## src/rtl/uart_tx.sv

```systemverilog
// ---------------------------------------------------------------------------
// uart_tx -- 8N1 UART transmitter with optional even parity (8E1).
//
// Sends one byte per request, LSB first: start bit (0), 8 data bits,
// optional even-parity bit, stop bit (1). Each bit lasts CLKS_PER_BIT clocks.
// A request arriving while a frame is in progress is dropped and recorded
// in the sticky o_overrun flag.
//
// Build option:
//   UART_TX_PARITY_EN  when defined, an even-parity bit (XOR of the 8 data
//                      bits) is sent between the data bits and the stop bit.
//
// Parameters:
//   CLKS_PER_BIT  clocks per serial bit (>= 2), default 868 (100 MHz/115200)
//
// Ports:
//   clk        in   clock, all registers update on the rising edge
//   i_reset    in   synchronous active-high reset
//   i_start    in   one-cycle frame request
//   i_data     in   [7:0] byte to send, sampled only in the accepted cycle
//   o_tx       out  serial line, idle high (registered)
//   o_busy     out  high while a frame is in progress (registered)
//   o_done     out  one-cycle pulse in the last cycle of the stop bit
//   o_overrun  out  sticky, set when a request is dropped; cleared by reset
// ---------------------------------------------------------------------------
module uart_tx #(
    parameter int CLKS_PER_BIT = 868
) (
    input  logic       clk,
    input  logic       i_reset,
    input  logic       i_start,
    input  logic [7:0] i_data,
    output logic       o_tx,
    output logic       o_busy,
    output logic       o_done,
    output logic       o_overrun
);

    localparam int             CW        = $clog2(CLKS_PER_BIT);
    localparam logic [CW-1:0]  BAUD_LAST = CW'(CLKS_PER_BIT - 1);
    localparam logic [CW-1:0]  BAUD_ONE  = CW'(1);
    localparam logic [CW-1:0]  BAUD_ZERO = CW'(0);

    typedef enum logic [2:0] {
        IDLE   = 3'd0,
        START  = 3'd1,
        DATA   = 3'd2,
`ifdef UART_TX_PARITY_EN
        PARITY = 3'd3,
`endif
        STOP   = 3'd4
    } state_t;

    state_t          state_r, state_s;
    logic [CW-1:0]   baud_r,  baud_s;
    logic [2:0]      idx_r,   idx_s;
    logic [7:0]      shift_r, shift_s;
    logic            baud_end_s;
    logic            tx_s;
    logic            busy_s;
    logic            done_s;
    logic            overrun_s;
`ifdef UART_TX_PARITY_EN
    logic            parity_r, parity_s;

    // Even parity: the bit that makes the total count of ones even.
    function automatic logic parity_even(input logic [7:0] d);
        return ^d;
    endfunction
`endif

    assign baud_end_s = (baud_r == BAUD_LAST);

    // Next-state, baud/index counters and shift register update.
    always_comb begin
        state_s  = state_r;
        baud_s   = baud_r;
        idx_s    = idx_r;
        shift_s  = shift_r;
`ifdef UART_TX_PARITY_EN
        parity_s = parity_r;
`endif
        case (state_r)
            IDLE: begin
                if (i_start) begin
                    state_s  = START;
                    baud_s   = BAUD_ZERO;
                    idx_s    = 3'd0;
                    shift_s  = i_data;
`ifdef UART_TX_PARITY_EN
                    // Parity captured at accept time; the shift register
                    // is consumed while the data bits go out.
                    parity_s = parity_even(i_data);
`endif
                end else begin
                    state_s = IDLE;
                end
            end
            START: begin
                if (baud_end_s) begin
                    state_s = DATA;
                    baud_s  = BAUD_ZERO;
                end else begin
                    baud_s  = baud_r + BAUD_ONE;
                end
            end
            DATA: begin
                if (baud_end_s) begin
                    baud_s  = BAUD_ZERO;
                    shift_s = {1'b0, shift_r[7:1]};
                    if (idx_r == 3'd7) begin
                        idx_s   = 3'd0;
`ifdef UART_TX_PARITY_EN
                        state_s = PARITY;
`else
                        state_s = STOP;
`endif
                    end else begin
                        idx_s   = idx_r + 3'd1;
                    end
                end else begin
                    baud_s  = baud_r + BAUD_ONE;
                end
            end
`ifdef UART_TX_PARITY_EN
            PARITY: begin
                if (baud_end_s) begin
                    state_s = STOP;
                    baud_s  = BAUD_ZERO;
                end else begin
                    baud_s  = baud_r + BAUD_ONE;
                end
            end
`endif
            STOP: begin
                if (baud_end_s) begin
                    state_s = IDLE;
                    baud_s  = BAUD_ZERO;
                end else begin
                    baud_s  = baud_r + BAUD_ONE;
                end
            end
            default: begin
                state_s = IDLE;
                baud_s  = BAUD_ZERO;
                idx_s   = 3'd0;
                shift_s = 8'h00;
            end
        endcase
    end

    // Output values decoded from the next state so the outputs can be
    // registered without adding a cycle of latency.
    always_comb begin
        tx_s = 1'b1;
        case (state_s)
            IDLE:    tx_s = 1'b1;
            START:   tx_s = 1'b0;
            DATA:    tx_s = shift_s[0];
`ifdef UART_TX_PARITY_EN
            PARITY:  tx_s = parity_s;
`endif
            STOP:    tx_s = 1'b1;
            default: tx_s = 1'b1;
        endcase
        busy_s    = (state_s != IDLE);
        done_s    = (state_s == STOP) && (baud_s == BAUD_LAST);
        // Any request while a frame is running (o_done cycle included)
        // is dropped and latched here.
        overrun_s = o_overrun | (i_start & (state_r != IDLE));
    end

    // State, datapath and registered outputs.
    always_ff @(posedge clk) begin
        if (i_reset) begin
            state_r   <= IDLE;
            baud_r    <= BAUD_ZERO;
            idx_r     <= 3'd0;
            shift_r   <= 8'h00;
`ifdef UART_TX_PARITY_EN
            parity_r  <= 1'b0;
`endif
            o_tx      <= 1'b1;
            o_busy    <= 1'b0;
            o_done    <= 1'b0;
            o_overrun <= 1'b0;
        end else begin
            state_r   <= state_s;
            baud_r    <= baud_s;
            idx_r     <= idx_s;
            shift_r   <= shift_s;
`ifdef UART_TX_PARITY_EN
            parity_r  <= parity_s;
`endif
            o_tx      <= tx_s;
            o_busy    <= busy_s;
            o_done    <= done_s;
            o_overrun <= overrun_s;
        end
    end

endmodule

```

## config.mk

```make
export PLATFORM = sky130hd
export DESIGN_NAME = uart_tx
export DESIGN_NICKNAME = d
export VERILOG_FILES = /design/src/rtl/uart_tx.sv
export SDC_FILE = /design/constraint.sdc
export NUM_CORES = 1
export LEC_CHECK = 0
export CAP_MARGIN = 20
export CELL_PAD_IN_SITES_DETAIL_PLACEMENT = 1
export CELL_PAD_IN_SITES_GLOBAL_PLACEMENT = 1
export CORE_UTILIZATION = 40
export CTS_CLUSTER_DIAMETER = 80
export DETAILED_ROUTE_END_ITERATION = 7
export PLACE_DENSITY = 0.82
export SLEW_MARGIN = 20
export SYNTH_ARGS = -nofsm -noshare
export SYNTH_HDL_FRONTEND = slang
export SYNTH_SLANG_ARGS = --single-unit
```

## constraint.sdc

```tcl
create_clock -name clk -period 2.38 [get_ports clk]
set_clock_uncertainty 0.15 [all_clocks]
set_input_delay 0.476 -clock clk [delete_from_list [all_inputs] [get_ports clk]]
set_output_delay 0.476 -clock clk [all_outputs]
set_load 0.005 [all_outputs]
```

==> flow_summary.yaml, run 1 <==
final_layout:
  stdcell_count: 255
  drive_gt1_share_pct: 15.8
  area_delta_synth_final_pct: 22.7
  final_nets: 224
  antenna_cells: 0
sta:
  worst_pin_slew_ps: 1000
  hold_viol_final: 0
  setup_viol: 0
  max_freq_mhz: 443
  slew_headroom_pct: 32.9
  fin_crit_sh_pct: 94.8
  finalCriticalPeriod_ps: 2260
  hold_slack_ps: 348
  maxSlewViolCount: 0
clock_tree:
  clkLatencyLatePin_ps: 290
  clock-sinks: 28
  holdBufCountCts: 0
  path_clk_slew_ps: 100
  htreeDepth: 1
  clk_path_buf_depth: 2
  cts-buffers-inserted: 3
  tritoncts: "built"
  root_buffer: "clkbuf_8"
hold_path:
  hp-start: "shift_r[0]$_SDFF_PP0_"
  hold-path-cell-count: 2
  hold_path_class: "reg2reg"
  holdPathEnd: "shift_r[0]$_SDFF_PP0_"
grt:
  grt_pass1_vias: 1643
  antenna_found_initial: 0
  gr-total-overflow: 0
  grt_pass1_wl_um: 7690
  grt_max_degree: 16
  grt_util_all_layers_pct: 24.7
logic_synthesis:
  yosysSeqAreaShare_pct: 37.6
  synthTopCellsByArea: "dfxtp_1 38%, nor2_1 7.1%, a21oi_1 4.7%"
  synth_common_cells: "28 x dfxtp_1, 28 x nor2_1, 15 x nand2_1"
  ys_seq_elements: 28
  synth_edf_count: 0
  yosysTopAreaCell: "dfxtp_1"
  yosys_warnings: 0
  avgSynthCellArea_um2: 8.18
  yosysTopAreaCellShare_pct: 37.6
  syn-instance-count: 182
  netlist_area_um2: 1490
  synth_ff_type: "dfxtp_1"
  synth_cell_types: 45
  synth_async_sr_flop_share_pct: 0
  synth_nets: 196
worst_setup_path:
  r2r_start: "baud_r[1]$_SDFF_PP0_"
  crit_path_cell_trace: "clkdlybuf4s50_1 > or3_1 > a21oi_1 > o21ai_0 > a221oi_2 > nand4_1 > a2111oi_2"
  path_class: "in2reg"
  reg2reg_depth: 8
  timing.rr.end: "o_tx$_SDFF_PP1_"
  r2r_slack_ps: 140
  cp.arrival_ps: 2290
  cp-end-kind: "register"
  cp-start-kind: "input port"
  slowest_delay_ps: 480
  slowest_stage: "clkdlybuf4s50_1"
  cp_max_fo: 5
  critPathRequiredTime_ps: 2410
floorplan:
  rows: 21
  die_w_um: 63.0
  dieArea_um2: 3970
  io_pins: 15
  core_region_area_um2: 3440
  die_y_um: 63.0
  start_util_pct: 43.3
power_and_ir_drop:
  leakage_nw: 0.699
  vdd_drop_max_mv: 0.345
  power_density_nw_per_um2: 506
placement:
  hpwlAfterDp_um: 3420
  gp_congestion: 0.862
  numPortBuffers: 14
  dp_cells: 250
detailed_routing:
  drtIter0Drc: 104
  vias_per_cell: 5.98
  route.detailed.wl_per_inst_um: 18.3
  firstDrtPassIters: 5
  wl_um: 4660
  vias: 1524
  drc: 0
  ant_nets: 0
flow_run:
  maxCapViolCount: 0
run_status:
  status: "completed"
worst max-delay path, delay by kind of cell:
kind	cells	cell delay, ps
AOI/OAI and AO/OA	4	760
and+or+nand+nor	2	570
buffers and inverters	1	480
how the worst max path moves through the flow:
stage	start	end	cells after the start
2_1_floorplan	baud_r[0]$_SDFF_PP0_	o_busy$_SDFF_PP0_	8
5_1_grt	baud_r[1]$_SDFF_PP0_	o_tx$_SDFF_PP1_	8
4_1_cts	baud_r[0]$_SDFF_PP0_	o_done$_SDFF_PP0_	7
3_5_place_dp	i_start	o_done$_SDFF_PP0_	7
3_3_place_gp	i_start	o_done$_SDFF_PP0_	7
6_report	i_start	o_done$_SDFF_PP0_	7
routing by layer:
metal	routed length, um	vias to the layer above	global-route usage (%)
li1	-	716	-
met1	2030	750	30.6
met2	2310	43	42.3
met3	186	15	3.65
met4	127	0	10.2
met5	0	-	0
layout make-up:
class / count / area [um2]
Fill cell: 436 / 1620
Multi-Input combinational cell: 137 / 843
Sequential cell: 28 / 562
Timing Repair Buffer: 33 / 283
Tap cell: 46 / 57.6
Clock buffer: 4 / 55.1
Inverter: 7 / 26.3
repair_timing:
item | in CTS | in global routing
buffers inserted | 0 | 1
hold endpoints to repair | 0 | 0
setup endpoints to repair | 0 | 4
gates resized for setup | 0 | 4
power by group:
part	internal, W	switching, W	total (W)
Sequential	0.000483	0.00000866	0.000491
Clock	0.000149	0.000160	0.000308
Combinational	0.0000593	0.0000657	0.000125
Total	0.000691	0.000234	0.000925
cells in the final DEF, fill, tap and decap left out, types with 3 or more instances in the layout:
| cell | instances |
|---|---|
| inv_1 | 7 |
| a31oi_1 | 5 |
| dfxtp_1 | 27 |
| a222oi_1 | 6 |
| o21ai_0 | 8 |
| buf_4 | 19 |
| a21oi_1 | 14 |
| xor2_1 | 3 |
| nand2_1 | 15 |
| clkdlybuf4s50_1 | 14 |
| clkbuf_8 | 4 |
| nor3_1 | 4 |
| or3_1 | 5 |
| nand3_1 | 7 |
| ha_1 | 3 |
| nor2_1 | 28 |
stage by stage:
stage                     setup WS, ps  instance area, um2  power (W)  setup TNS (ps)  util [%]
after floorplan                    278                1490   0.000563               0         -
after global routing             -13.8                1830   0.000963           -17.0      53.1
after detailed placement         -62.8                1760   0.000624           -62.8      51.0
final                              123                1830   0.000925               0      53.1
after global placement            34.5                1760   0.000615               0      51.0
after CTS                         88.2                1810   0.000922               0      52.6
cell families (layout without fill, tap and decap cells):
group / after synthesis / count (layout) / share of synthesized area, %
mux: 1 / 1 / 0.756
xor+xnor: 3 / 3 / 1.77
flops: 28 / 28 / 37.6
compound gates: 49 / 49 / 22.9
simple gates: 81 / 81 / 28.2
fa+ha+maj: 3 / 3 / 2.52
buf+inv: 17 / 44 / 6.22
sequential cells by signal (all words and copies together) (netlist names):
register   cells
baud_r        10
idx_r          3
o_busy         1
o_done         1
o_overrun      1
o_tx           1
shift_r        8
state_r        3
Power figures use the tool's default switching activity.
==> run 2: changes to the inputs <==
--- a/config.mk
+++ b/config.mk
@@ -8,6 +8,7 @@
 export CAP_MARGIN = 20
 export CELL_PAD_IN_SITES_DETAIL_PLACEMENT = 1
 export CELL_PAD_IN_SITES_GLOBAL_PLACEMENT = 1
+export CORE_ASPECT_RATIO = 0.8
 export CORE_UTILIZATION = 40
 export CTS_CLUSTER_DIAMETER = 80
 export DETAILED_ROUTE_END_ITERATION = 7
==> run 2 against run 1 <==
- clock power up 23%
- hold slack worse by 2.3 ps
- global-route usage down 1.8 points
- clock-buffer cell count down 1
- combinational power about the same
- wire length down 5.8%
- largest cell class unchanged
- flip-flop and latch count unchanged
- final area down 1.8%
- sequential power about the same
- utilization down 1.8 points
==> flow_summary.yaml, run 2 (synthesis results as in run 1) <==
run_status:
  status: "completed"
final_layout:
  layout_common_cells: "28 x nor2_1, 26 x dfxtp_1, 15 x nand2_1, 14 x a21oi_1, 14 x clkdlybuf4s50_1"
  final_nets: 218
  drive_gt1_share_pct: 13.8
  final_area_um2: 1790
  final_common_cell: "nor2_1"
  largest_register: "baud_r"
  area_delta_synth_final_pct: 20.4
  largestRegisters: "baud_r: 10 flops, shift_r: 8 flops"
  multi_input_area_um2: 842
  largest_reg_flops: 10
  antenna_cells: 0
  fillCellCount: 432
  final-seq-area_um2: 563
worst_setup_path:
  cp.arrival_ps: 2250
  timing.rr.end: "o_done$_SDFF_PP0_"
  r2r_slack_ps: 160
  path_class: "reg2reg"
  cp-end-kind: "register"
  slowest_stage: "or3_1"
  cpLargestDelayFamily: "simple AND/OR/NAND/NOR gates"
  critical_path_buf_inv_count: 0
  slowest_delay_ps: 440
  critPathRequiredTime_ps: 2410
  cp_max_fo: 8
  r2r_start: "state_r[0]$_SDFF_PP0_"
  cp-start-kind: "register"
  crit_path_cell_trace: "or3_1 > nor2_2 > a31oi_1 > o21ai_0 > nand4_1 > a2111oi_2"
  reg2reg_depth: 6
sta:
  fin_crit_sh_pct: 93.2
  hold_viol_final: 0
  setup_viol: 0
  slew_headroom_pct: 34.8
  rsz0062_at_grt: "false"
  setup_tns_ps: 0
  max_freq_mhz: 451
  worst_pin_slew_ps: 976
  postLayoutSetupSlackWorst_ps: 161
  maxSlewViolCount: 0
  finalCriticalPeriod_ps: 2220
floorplan:
  start_util_pct: 42.6
  io_pins: 15
  rows: 19
  dieArea_um2: 3970
  die_y_um: 56.6
  core_region_area_um2: 3490
  die_w_um: 70.2
detailed_routing:
  top_layer: "met4"
  wl_um: 4380
  wl_met3_um: 102
  drtIter0Drc: 100
  firstDrtPassIters: 4
  route.detailed.wl_per_inst_um: 17.9
  drc: 0
  vias: 1485
  ant_nets: 0
  vias_per_cell: 6.06
  met2_length_um: 2080
  drt-met1-wl_um: 2090
hold_path:
  hold_path_class: "reg2reg"
  hp-start: "shift_r[0]$_SDFF_PP0_"
  holdPathEnd: "shift_r[0]$_SDFF_PP0_"
  hold-path-cell-count: 2
clock_tree:
  path_clk_slew_ps: 100
  tritoncts: "built"
  cts-buffers-inserted: 3
  clkLatencyLatePin_ps: 280
  clock-sinks: 28
  htreeDepth: 1
  root_buffer: "clkbuf_8"
  holdBufCountCts: 0
  clk_path_buf_depth: 2
grt:
  grt_util_all_layers_pct: 22.9
  grt_pass1_wl_um: 7240
  grt_max_degree: 17
  grt_pass1_vias: 1526
  antenna_found_initial: 0
  gr-total-overflow: 0
placement:
  dpl_cell_area_um2: 1710
  numPortBuffers: 14
  hpwlAfterDp_um: 3320
  pre_cts_ws_ps: -107
  gp_congestion: 0.845
power_and_ir_drop:
  leakage_nw: 0.678
  vdd_drop_max_mv: 0.376
  power_density_nw_per_um2: 554
flow_run:
  maxCapViolCount: 0
[run 2: report_power, final]
part	switching [W]	leakage, nW	internal, W
logic	0.0000624	0.413	0.0000597
clock network	0.000153	0.0357	0.000225
registers	0.00000996	0.229	0.000483
total	0.000226	0.678	0.000768
[run 2: cell type report]
type / count / share of cell area [%]
Timing Repair Buffer: 27 / 13.3
Clock inverter: 1 / 1.67
Tap cell: 42 / 2.93
Clock buffer: 3 / 2.30
Inverter: 7 / 1.47
Sequential cell: 28 / 31.4
Multi-Input combinational cell: 137 / 47.0
[run 2: layer usage]
layer	track usage [%]	vias to the layer above
met2	38.6	23
met4	6.29	0
met1	29.9	747
met5	0	-
li1	-	705
met3	4.67	10
[run 2: worst max-delay path by stage]
| stage | from | slack, ps | depth (start not counted) | to |
|---|---|---|---|---|
| after CTS | baud_r[1]$_SDFF_PP0_ | 5 | 7 | o_busy$_SDFF_PP0_ |
| after floorplan | baud_r[0]$_SDFF_PP0_ | 280 | 8 | o_busy$_SDFF_PP0_ |
| after global placement | i_start | 40 | 7 | o_done$_SDFF_PP0_ |
| after detailed placement | state_r[1]$_SDFF_PP0_ | -110 | 6 | o_done$_SDFF_PP0_ |
| final | state_r[0]$_SDFF_PP0_ | 160 | 6 | o_done$_SDFF_PP0_ |
| after global routing | baud_r[0]$_SDFF_PP0_ | 50 | 8 | o_done$_SDFF_PP0_ |
[run 2: timing repair]
item	CTS	global route
gates cloned	0	0
setup endpoints to repair	1	2
buffers inserted	0	0
resized for setup	1	4
[run 2: tightest hold or removal path: stages, from the launching register on]
cell and delay [ps]:
dfxtp_1 310, nand2_1 60, a31oi_1 70
[run 2: per-stage QoR]
step	util, %	std cells	power, W	hold WS (ps)
CTS	51.1	245	0.000997	348
global route	51.3	245	0.00103	369
floorplan	-	182	0.000563	305
global placement	49.0	241	0.000615	313
detailed placement	49.0	241	0.000623	351
finish	51.3	245	0.000993	346
==> run 3: changes to the inputs <==
--- a/config.mk
+++ b/config.mk
@@ -13,7 +13,7 @@
 export CTS_CLUSTER_DIAMETER = 80
 export DETAILED_ROUTE_END_ITERATION = 7
 export PLACE_DENSITY = 0.82
-export SLEW_MARGIN = 20
+export SLEW_MARGIN = 30
 export SYNTH_ARGS = -nofsm -noshare
 export SYNTH_HDL_FRONTEND = slang
 export SYNTH_SLANG_ARGS = --single-unit
==> run 3 against run 2 <==
- global-route usage is the same
- flip-flop and latch count is the same
- clock-buffer cell count is the same
- combinational power is essentially flat
- sequential power is essentially flat
- non-clock buffer count is the same
- sequential share of layout area shrank 0.066 points
- maximum frequency grew 0.40%
- first-iteration DRC count shrank 15%
- wire length shrank 0.59%
- register-to-register slack is essentially flat
- die area is the same
- largest cell class unchanged
- largest power group unchanged
- highest routed layer unchanged
==> flow_summary.yaml, run 3 (synthesis results as in run 1) <==
run_status:
  status: "completed"
final_layout:
  layout_common_cells: "28 x nor2_1, 26 x dfxtp_1, 15 x nand2_1, 14 x a21oi_1, 14 x clkdlybuf4s50_1"
  fin_util_pct: 51.4
  largestRegisters: "baud_r: 10 flops, shift_r: 8 flops"
  drive_gt1_share_pct: 14.3
  final_nets: 218
  antenna_cells: 0
  final_common_cell: "nor2_1"
  largest_reg_flops: 10
  fillCellCount: 430
  area_delta_synth_final_pct: 20.7
  largest_register: "baud_r"
clock_tree:
  clock-sinks: 28
  clkLatencyLatePin_ps: 280
  cts-buffers-inserted: 3
  tritoncts: "built"
  clk_path_buf_depth: 2
  holdBufCountCts: 0
  htreeDepth: 1
  path_clk_slew_ps: 100
  root_buffer: "clkbuf_8"
detailed_routing:
  vias: 1480
  wl_um: 4360
  ant_nets: 0
  firstDrtPassIters: 4
  drc: 0
  vias_per_cell: 6.04
  route.detailed.wl_per_inst_um: 17.8
  drtIter0Drc: 85
floorplan:
  rows: 19
  core_region_area_um2: 3490
  dieArea_um2: 3970
  die_y_um: 56.6
  io_pins: 15
  die_w_um: 70.2
  start_util_pct: 42.6
worst_setup_path:
  path_depth: 8
  cp-startpoint: "baud_r[1]$_SDFF_PP0_"
  crit_path_cell_trace: "ha_1 > buf_4 > and4_1 > nand3_1 > or3_1 > o21ai_0 > nand4_1 > a2111oi_2"
  cp-end-kind: "register"
  r2r_slack_ps: 170
  cp_max_fo: 5
  r2r_start: "baud_r[1]$_SDFF_PP0_"
  slowest_stage: "dfxtp_2"
  cpLargestDelayFamily: "simple AND/OR/NAND/NOR gates"
  cp-start-kind: "register"
  cp.arrival_ps: 2240
  reg2reg_depth: 8
  critical_path_buf_inv_count: 1
  path_class: "reg2reg"
  timing.rr.end: "o_done$_SDFF_PP0_"
  slowest_delay_ps: 380
  critPathRequiredTime_ps: 2410
  cp-endpoint: "o_done$_SDFF_PP0_"
power_and_ir_drop:
  leakage_nw: 0.681
  power_density_nw_per_um2: 552
  vdd_drop_max_mv: 0.376
sta:
  fin_crit_sh_pct: 92.9
  setup_tns_ps: 0
  max_freq_mhz: 453
  slew_headroom_pct: 62.6
  maxSlewViolCount: 0
  rsz0062_at_grt: "false"
  worst_pin_slew_ps: 561
  setup_viol: 0
  postLayoutSetupSlackWorst_ps: 170
  hold_viol_final: 0
  finalCriticalPeriod_ps: 2210
grt:
  grt_pass1_vias: 1526
  grt_util_all_layers_pct: 22.9
  antenna_found_initial: 0
  grt_max_degree: 17
  gr-total-overflow: 0
  grt_pass1_wl_um: 7240
placement:
  numPortBuffers: 14
  gp_congestion: 0.845
  pre_cts_ws_ps: -107
  hpwlAfterDp_um: 3320
hold_path:
  hold_path_class: "reg2reg"
flow_run:
  maxCapViolCount: 0
## run 3: repair_timing
item | in CTS | in global routing
pin swaps | 0 | 0
buffers inserted | 0 | 0
setup endpoints to repair | 1 | 2
gates resized for setup | 1 | 4
## run 3: worst reg2reg max path, delay by kind of cell (launching register included)
kind	cells	cell delay, ps
compound gates	2	390
fa+ha+maj	1	180
buf+inv	1	140
flops	1	380
simple gates	4	880
## run 3: worst min path at each step
stage	from	to	slack (ps)	cells past startpoint
floorplan	shift_r[0]$_SDFF_PP0_	shift_r[0]$_SDFF_PP0_	300	2
CTS	shift_r[0]$_SDFF_PP0_	shift_r[0]$_SDFF_PP0_	350	2
detailed placement	shift_r[0]$_SDFF_PP0_	shift_r[0]$_SDFF_PP0_	350	2
finish	shift_r[0]$_SDFF_PP0_	shift_r[0]$_SDFF_PP0_	350	2
global placement	o_overrun$_SDFF_PP0_	o_overrun$_SDFF_PP0_	310	2
global route	shift_r[0]$_SDFF_PP0_	o_tx$_SDFF_PP1_	370	2
## run 3: metrics by stage
stage,instance area (um2),power (W),hold slack [ps],instances
2_1_floorplan,1490,0.000563,305,182
3_3_place_gp,1710,0.000615,313,241
3_5_place_dp,1710,0.000623,351,241
4_1_cts,1790,0.000997,348,245
5_1_grt,1800,0.00103,369,245
6_report,1800,0.000992,346,245
## run 3: metal layers
layer | track usage (%) | up-vias | wire [um]
li1 | - | 705 | -
met1 | 29.9 | 737 | 2060
met2 | 38.6 | 28 | 2070
met3 | 4.67 | 10 | 119
met4 | 6.29 | 0 | 110
met5 | 0 | - | 0
## run 3: area by class of cell
cell class                 instances  area (um2)  area share (%)
tap                               42        52.6            2.92
clock buffer                       3        41.3            2.30
timing repair buffer              27         238            13.2
clock inverter                     1        30.0            1.67
multi-input combinational        137         846            47.1
sequential                        28         563            31.3
inverter                           7        26.3            1.46
## run 3: where the power goes
| part | switching, W | internal, W | total [W] | leakage (nW) |
|---|---|---|---|---|
| logic | 0.0000623 | 0.0000600 | 0.000122 | 0.416 |
| registers | 0.00000986 | 0.000483 | 0.000493 | 0.229 |
| clock network | 0.000152 | 0.000225 | 0.000378 | 0.0357 |
| total | 0.000224 | 0.000768 | 0.000992 | 0.681 |
